[config.mk]
export PLATFORM = sky130hd
export DESIGN_NAME = stage_2_scheduler
export DESIGN_NICKNAME = d
export VERILOG_FILES = /design/src/rtl/entropy_pkg.sv /design/src/rtl/rr_arbiter2.sv /design/src/rtl/stage_2_scheduler.sv
export SDC_FILE = /design/constraint.sdc
export NUM_CORES = 1
export LEC_CHECK = 0
export BUFFER_PORTS_ARGS = -buffer_cell sky130_fd_sc_hd__buf_2
export CELL_PAD_IN_SITES_DETAIL_PLACEMENT = 0
export CELL_PAD_IN_SITES_GLOBAL_PLACEMENT = 1
export CORE_UTILIZATION = 30
export DETAILED_ROUTE_END_ITERATION = 8
export PLACE_DENSITY_LB_ADDON = 0.1
export SLEW_MARGIN = 20
export SYNTH_ARGS = -nofsm -noshare
export SYNTH_HDL_FRONTEND = slang
export SYNTH_SLANG_ARGS = --single-unit
[constraint.sdc]
create_clock -name clk -period 2.7 [get_ports clk]
set_input_delay 0.405 -clock clk [delete_from_list [all_inputs] [get_ports clk]]
set_output_delay 0.405 -clock clk [all_outputs]
set_load 0.05 [all_outputs]
[src/rtl/entropy_pkg.sv]
`default_nettype none
// ============================================================================
// Module      : entropy_pkg
// Description : Shared types and constants for the entropy-coder stage-2
//               scheduler: FSM state encoding, range reset value and
//               requester grant encoding.
// Revision    : 1.0 - initial release
// ============================================================================
package entropy_pkg;

    // Scheduler frame state; explicit 2-bit encoding
    typedef enum logic [1:0] {
        ST_IDLE  = 2'd0,
        ST_RUN   = 2'd1,
        ST_FLUSH = 2'd2
    } state_t;

    // Range value loaded at the start of every frame (1.0 in Q15)
    localparam logic [15:0] RANGE_INIT = 16'h8000;

    // Grant encoding used by the round-robin arbiter's history bit
    localparam logic GNT_CDF  = 1'b0;
    localparam logic GNT_BOOL = 1'b1;

endpackage : entropy_pkg
`default_nettype wire

[src/rtl/rr_arbiter2.sv]
`default_nettype none
// ============================================================================
// Module      : rr_arbiter2
// Description : Two-way round-robin arbiter between the CDF and bool
//               requesters. Grants are purely combinational from the
//               enable, the requests and the stored last-grant history.
//               History only advances on an actual issue.
// Revision    : 1.0 - initial release
// ============================================================================
module rr_arbiter2
    import entropy_pkg::*;
(
    input  logic clk,
    input  logic rst_n,
    input  logic i_enable,
    input  logic i_req_cdf,
    input  logic i_req_bool,
    input  logic i_advance,
    output logic o_gnt_cdf,
    output logic o_gnt_bool
);

    logic r_last_grant;

    // Pick a winner: single requester wins outright, a tie goes to the side not served last
    always_comb begin
        o_gnt_cdf  = 1'b0;
        o_gnt_bool = 1'b0;
        if (i_enable) begin
            if (i_req_cdf && i_req_bool) begin
                o_gnt_cdf  = (r_last_grant == GNT_BOOL);
                o_gnt_bool = (r_last_grant == GNT_CDF);
            end else begin
                o_gnt_cdf  = i_req_cdf;
                o_gnt_bool = i_req_bool;
            end
        end
    end

    // Remember who was served on each issue; reset favours CDF for the first tie
    always_ff @(posedge clk or negedge rst_n) begin
        if (!rst_n) begin
            r_last_grant <= GNT_BOOL;
        end else if (i_advance) begin
            r_last_grant <= o_gnt_bool ? GNT_BOOL : GNT_CDF;
        end
    end

endmodule : rr_arbiter2
`default_nettype wire

[src/rtl/stage_2_scheduler.sv]
`default_nettype none
// ============================================================================
// Module      : stage_2_scheduler
// Description : Sequencer/arbiter in front of the shared stage-2 datapath.
//               Merges CDF and bool requesters round-robin, owns the range
//               feedback register, registers datapath results into a
//               valid/ready output slot and frames each tile with a range
//               reset at start and a terminating flush beat at end.
// Revision    : 1.0 - initial release
// ============================================================================
module stage_2_scheduler
    import entropy_pkg::*;
#(
    parameter int RANGE_WIDTH  = 16,
    parameter int D_SIZE       = 5,
    parameter int SYMBOL_WIDTH = 4,
    parameter int CNT_WIDTH    = 16
) (
    input  logic                    clk,
    input  logic                    reset_n,
    input  logic                    frame_start,
    input  logic                    frame_end,
    // CDF requester
    input  logic                    cdf_valid,
    output logic                    cdf_ready,
    input  logic [RANGE_WIDTH-1:0]  cdf_uu,
    input  logic [RANGE_WIDTH-1:0]  cdf_vv,
    input  logic [RANGE_WIDTH-1:0]  cdf_lut_u,
    input  logic [RANGE_WIDTH-1:0]  cdf_lut_v,
    input  logic                    cdf_comp,
    // Bool requester
    input  logic                    bool_valid,
    output logic                    bool_ready,
    input  logic                    bool_bit,
    // Datapath operands
    output logic [RANGE_WIDTH-1:0]  s2_uu,
    output logic [RANGE_WIDTH-1:0]  s2_vv,
    output logic [RANGE_WIDTH-1:0]  s2_lut_u,
    output logic [RANGE_WIDTH-1:0]  s2_lut_v,
    output logic [RANGE_WIDTH-1:0]  s2_in_range,
    output logic                    s2_comp,
    output logic                    s2_bool_flag,
    output logic [SYMBOL_WIDTH-1:0] s2_symbol,
    // Datapath results
    input  logic [RANGE_WIDTH:0]    s2_u,
    input  logic [RANGE_WIDTH:0]    s2_v_bool,
    input  logic [RANGE_WIDTH-1:0]  s2_out_range,
    input  logic [D_SIZE-1:0]       s2_out_d,
    // Downstream slot
    output logic                    out_valid,
    input  logic                    out_ready,
    output logic [RANGE_WIDTH:0]    out_u,
    output logic [RANGE_WIDTH:0]    out_v_bool,
    output logic [RANGE_WIDTH-1:0]  out_initial_range,
    output logic [D_SIZE-1:0]       out_d,
    output logic [1:0]              out_bool_symbol,
    output logic                    out_comp,
    output logic                    out_last,
    // Status
    output logic                    busy,
    output logic [CNT_WIDTH-1:0]    sym_count
);

    // Half-scale range; the package constant is used directly at the native width
    localparam logic [RANGE_WIDTH-1:0] c_RANGE_INIT =
        (RANGE_WIDTH == 16) ? RANGE_WIDTH'(RANGE_INIT)
                            : (RANGE_WIDTH'(1) << (RANGE_WIDTH - 1));

    state_t                   r_state;
    state_t                   w_state_nxt;

    logic [RANGE_WIDTH-1:0]   r_range;
    logic [CNT_WIDTH-1:0]     r_sym_count;

    logic                     r_out_valid;
    logic [RANGE_WIDTH:0]     r_out_u;
    logic [RANGE_WIDTH:0]     r_out_v_bool;
    logic [RANGE_WIDTH-1:0]   r_out_initial_range;
    logic [D_SIZE-1:0]        r_out_d;
    logic [1:0]               r_out_bool_symbol;
    logic                     r_out_comp;
    logic                     r_out_last;

    logic                     w_slot_free;
    logic                     w_arb_en;
    logic                     w_flush_load;
    logic                     w_frame_init;
    logic                     w_busy;
    logic                     w_gnt_cdf;
    logic                     w_gnt_bool;
    logic                     w_issue;

    // The slot can accept a new beat when empty or being drained this cycle
    assign w_slot_free = !r_out_valid || out_ready;

    // ------------------------------------------------------------------------
    // FSM
    // ------------------------------------------------------------------------

    // State register
    always_ff @(posedge clk or negedge reset_n) begin
        if (!reset_n) begin
            r_state <= ST_IDLE;
        end else begin
            r_state <= w_state_nxt;
        end
    end

    // Next-state: start only from IDLE, end only from RUN, flush leaves on a free slot
    always_comb begin
        w_state_nxt = r_state;
        case (r_state)
            ST_IDLE:  if (frame_start) w_state_nxt = ST_RUN;
            ST_RUN:   if (frame_end)   w_state_nxt = ST_FLUSH;
            ST_FLUSH: if (w_slot_free) w_state_nxt = ST_IDLE;
            default:                   w_state_nxt = ST_IDLE;
        endcase
    end

    // State-decoded controls: arbitration window, flush load, frame init, busy
    always_comb begin
        w_arb_en     = 1'b0;
        w_flush_load = 1'b0;
        w_frame_init = 1'b0;
        w_busy       = 1'b1;
        case (r_state)
            ST_IDLE: begin
                w_busy       = 1'b0;
                w_frame_init = frame_start;
            end
            ST_RUN: begin
                w_arb_en = !frame_end && w_slot_free;
            end
            ST_FLUSH: begin
                w_flush_load = w_slot_free;
            end
            default: begin
                w_busy = 1'b0;
            end
        endcase
    end

    // ------------------------------------------------------------------------
    // Arbitration
    // ------------------------------------------------------------------------
    rr_arbiter2 u_arb (
        .clk        (clk),
        .rst_n      (reset_n),
        .i_enable   (w_arb_en),
        .i_req_cdf  (cdf_valid),
        .i_req_bool (bool_valid),
        .i_advance  (w_issue),
        .o_gnt_cdf  (w_gnt_cdf),
        .o_gnt_bool (w_gnt_bool)
    );

    // A grant is only ever given to a valid requester, so grant implies issue
    assign cdf_ready  = w_gnt_cdf;
    assign bool_ready = w_gnt_bool;
    assign w_issue    = (cdf_valid && w_gnt_cdf) || (bool_valid && w_gnt_bool);

    // Operand mux onto the datapath; idle operands are zero, range always fed back
    always_comb begin
        s2_uu        = '0;
        s2_vv        = '0;
        s2_lut_u     = '0;
        s2_lut_v     = '0;
        s2_comp      = 1'b0;
        s2_bool_flag = 1'b0;
        s2_symbol    = '0;
        s2_in_range  = r_range;
        if (w_gnt_cdf) begin
            s2_uu    = cdf_uu;
            s2_vv    = cdf_vv;
            s2_lut_u = cdf_lut_u;
            s2_lut_v = cdf_lut_v;
            s2_comp  = cdf_comp;
        end else if (w_gnt_bool) begin
            s2_bool_flag = 1'b1;
            s2_symbol[0] = bool_bit;
        end
    end

    // ------------------------------------------------------------------------
    // Range feedback and symbol counter
    // ------------------------------------------------------------------------

    // Reset range/count at frame start; chain the normalized range on every issue
    always_ff @(posedge clk or negedge reset_n) begin
        if (!reset_n) begin
            r_range     <= c_RANGE_INIT;
            r_sym_count <= '0;
        end else if (w_frame_init) begin
            r_range     <= c_RANGE_INIT;
            r_sym_count <= '0;
        end else if (w_issue) begin
            r_range <= s2_out_range;
            if (r_sym_count != {CNT_WIDTH{1'b1}}) begin
                r_sym_count <= r_sym_count + CNT_WIDTH'(1);
            end
        end
    end

    // ------------------------------------------------------------------------
    // Output slot
    // ------------------------------------------------------------------------

    // Load an issued symbol or the flush beat; otherwise hold while stalled
    always_ff @(posedge clk or negedge reset_n) begin
        if (!reset_n) begin
            r_out_valid         <= 1'b0;
            r_out_u             <= '0;
            r_out_v_bool        <= '0;
            r_out_initial_range <= '0;
            r_out_d             <= '0;
            r_out_bool_symbol   <= '0;
            r_out_comp          <= 1'b0;
            r_out_last          <= 1'b0;
        end else if (w_issue) begin
            r_out_valid         <= 1'b1;
            r_out_u             <= s2_u;
            r_out_v_bool        <= s2_v_bool;
            r_out_initial_range <= r_range;
            r_out_d             <= s2_out_d;
            r_out_bool_symbol   <= {s2_bool_flag, s2_symbol[0]};
            r_out_comp          <= s2_comp;
            r_out_last          <= 1'b0;
        end else if (w_flush_load) begin
            r_out_valid         <= 1'b1;
            r_out_u             <= '0;
            r_out_v_bool        <= '0;
            r_out_initial_range <= r_range;
            r_out_d             <= '0;
            r_out_bool_symbol   <= '0;
            r_out_comp          <= 1'b0;
            r_out_last          <= 1'b1;
        end else if (out_ready) begin
            r_out_valid <= 1'b0;
        end
    end

    assign out_valid         = r_out_valid;
    assign out_u             = r_out_u;
    assign out_v_bool        = r_out_v_bool;
    assign out_initial_range = r_out_initial_range;
    assign out_d             = r_out_d;
    assign out_bool_symbol   = r_out_bool_symbol;
    assign out_comp          = r_out_comp;
    assign out_last          = r_out_last;
    assign busy              = w_busy;
    assign sym_count         = r_sym_count;

endmodule : stage_2_scheduler
`default_nettype wire

==> out/metrics.cfg <==
[run_status]
status = completed

[clocking]
hold_buffers = 0
cts_sinks = 95
cts_tree = yes
clock_latency_ns = 0.35
clockRootBuffer = clkbuf_16
cts-buffers-inserted = 9
cts.path.max_buffers = 2
htree_levels = 3
clkTransAtPathRegs_ns = 0.06

[route]
drcViolationCount = 0
num_vias = 4293
via_per_inst = 4.83
first_iter_violations = 239
ant_nets = 0
wl_per_cell_um = 17.0
wl_um = 15100
drt_pass1_iterations = 4

[sta]
finalSetupTns_ns = 0
layout_setup_ws_ns = 0.103
maxSlewHeadroom_pct = 55.2
slew_violations = 0
skew_ns = 0.0103
tightest_slew_ns = 0.670
hold_viol_final = 0
post-route-period-util_pct = 96.2
setup-violations-final = 0
fin_crit_ns = 2.60
timing.fmax_ghz = 0.385

[setup_path]
end_kind = primary output
critical_path.cell_chain = inv_1 -> ha_1 -> and2b_2 -> nand3_1 -> a21oi_4 -> buf_12 -> buf_6 -> and2_1 -> buf_2
required_ns = 2.30
startpoint_type = flip-flop
critical_path_arrival_ns = 2.19
worstSetupPathType = flip-flop to primary output
cp_slowest_cell = dfrtp_1
critPathMaxFanout = 14
r2r_slack_ns = 0.53
cpPeakStageDelay_ns = 0.40

[place]
finalWeightedCongestion = 0.787
dp.cells = 868
dp_hpwl_um = 10800
placed_area_um2 = 6140
port_buffers = 289
preCtsSetupSlack_ns = 0.288

[finish]
final_common_cell = buf_2
fillers = 1443
area_delta_synth_final_pct = 51.0
antenna-diode-count = 0
drive_gt1_share_pct = 48.1
stdcell_area_um2 = 6760
finalNetCount = 834
layout.cells.most_common_list = 224 x buf_2, 93 x dfrtp_1, 68 x and2_1
instances_no_fill = 889

[floorplanning]
die_w_um = 124
coreArea_um2 = 14500
die_height_um = 124
num_io_pins = 293
rows = 44
start_util_pct = 30.8
dieArea_um2 = 15400

[synth]
synth_area_um2 = 4470
syn-instance-count = 415
yosysSeqAreaShare_pct = 53.2
yosys_warnings = 0
synth-edff-count = 0
async_reset_ff_share_pct = 100
syn_avg_cell_area_um2 = 10.8
synthDistinctLibCells = 42
ys_seq_elements = 95
synth_ff_type = dfrtp_1

[global_routing]
grtUsageMet2_pct = 28.9
top_usage_layer = met2
grt_max_degree = 54
met1_usage_pct = 23.4
grt_use_met3_pct = 5.82
grt_pass1_vias = 3909
grt_first_pass_wirelength_um = 20900
grt-ovfl-total = 0
antenna_found_initial = 0
grt_usage_pct = 18.0

[pwr]
power.total_mw = 7.57
power_density_nw_per_um2 = 1120
p_leak_nw = 3.67
ir_drop_uv = 382

[flow_run]
drv_cap = 0

[min_path]
hp-class = primary input to async pin

[cells in the mapped netlist, types with 2 or more instances]
cell | count | area share, %
a211oi_1 | 5 | 0.84
a21oi_1 | 23 | 2.6
a22o_1 | 41 | 8.0
a31oi_1 | 3 | 0.42
and2_1 | 68 | 9.5
and3_1 | 4 | 0.56
and4_1 | 2 | 0.39
buf_2 | 7 | 0.78
buf_4 | 6 | 1.0
clkbuf_1 | 17 | 1.4
dfrtp_1 | 93 | 52
dfstp_2 | 2 | 1.2
ha_1 | 6 | 1.7
inv_1 | 6 | 0.50
mux2_1 | 10 | 2.5
mux2_2 | 8 | 2.0
mux2i_1 | 9 | 2.0
nand2_1 | 50 | 4.2
nand2b_1 | 9 | 1.3
nand3_1 | 10 | 1.1
nand4_1 | 3 | 0.42
nor2_1 | 4 | 0.34
nor3_1 | 5 | 0.56
nor4_1 | 4 | 0.56
o21ai_0 | 2 | 0.22
o221a_2 | 2 | 0.50
[registers in the layout, summed over array words and instances (netlist names)]
register and cells:
out_bool_symbol 2, out_last 1, out_d 5, out_comp 1, out_u 17, sym_count 16, out_valid 1, out_v_bool 17
s2_in_range 16, u_arb.r_last_grant 1, out_initial_range 16, r_state 2
[power breakdown]
group / total (mW) / switching (mW) / internal [mW]
clock network: 1.51 / 0.576 / 0.936
registers: 2.19 / 0.286 / 1.91
logic: 3.87 / 2.84 / 1.03
total: 7.57 / 3.70 / 3.88
[worst paths after layout]
path | startpoint | to | depth (start not counted)
worst max-delay path | r_state[1]$_DFFE_PN0P_ | s2_uu[13] | 9
worst min-delay path | reset_n | out_initial_range[9]$_DFFE_PN0P_ | 1
worst max register to register | r_state[1]$_DFFE_PN0P_ | out_initial_range[13]$_DFFE_PN0P_ | 7
worst min register to register | out_initial_range[6]$_DFFE_PN0P_ | out_initial_range[6]$_DFFE_PN0P_ | 1
max in group asynchronous | reset_n | out_v_bool[8]$_DFFE_PN0P_ | 2
min in group clk | s2_out_range[15] | s2_in_range[15]$_DFFE_PN1P_ | 3
[routing by layer]
layer  wire length, um  part of all wire [%]
met5                 0                     0
met4               173                   1.1
met3              1450                   9.6
met2              7350                    49
met1              6110                    40
[timing repair]
item	in CTS	in global routing
endpoints found under the setup margin	52	63
pin swaps	0	0
setup buffers	1	1
hold endpoints to repair	0	0
gates resized for setup	0	107
cloned	0	3
[critical path, delay by kind of cell, from the launching register on]
kind            cells  cell delay (ns)
fa+ha+maj           1             0.16
buf+inv             4             0.65
compound gates      1             0.16
flops               1             0.40
simple gates        3             0.47
[cells by family after synthesis]
logic type | count (synthesis) | synth area share (%)
AO/OA/AOI/OAI | 82 | 13.8
adder cells (fa/ha/maj) | 6 | 1.68
buffers and inverters | 37 | 3.80
flip-flops | 95 | 53.2
multiplexers | 27 | 6.54
other | 1 | 0.0838
AND/OR/NAND/NOR | 167 | 20.9
[through the flow]
step | utilization, % | hold WS [ns]
after detailed placement | 42.3 | 0.472
after CTS | 44.7 | 0.105
final | 46.5 | 0.0620
after floorplan | - | 0.109
after global placement | 42.3 | 0.467
after global routing | 46.5 | 0.113
[final cells by class]
cell class | count | area [um2] | area share (%)
sequential | 95 | 2380 | 35.2
clock buffer | 10 | 239 | 3.54
multi-input combinational | 285 | 1960 | 29.0
clock inverter | 6 | 115 | 1.70
tap | 184 | 230 | 3.41
inverter | 6 | 22.5 | 0.333
timing repair buffer | 303 | 1810 | 26.8
No activity file was read; power rests on OpenSTA's default activity.
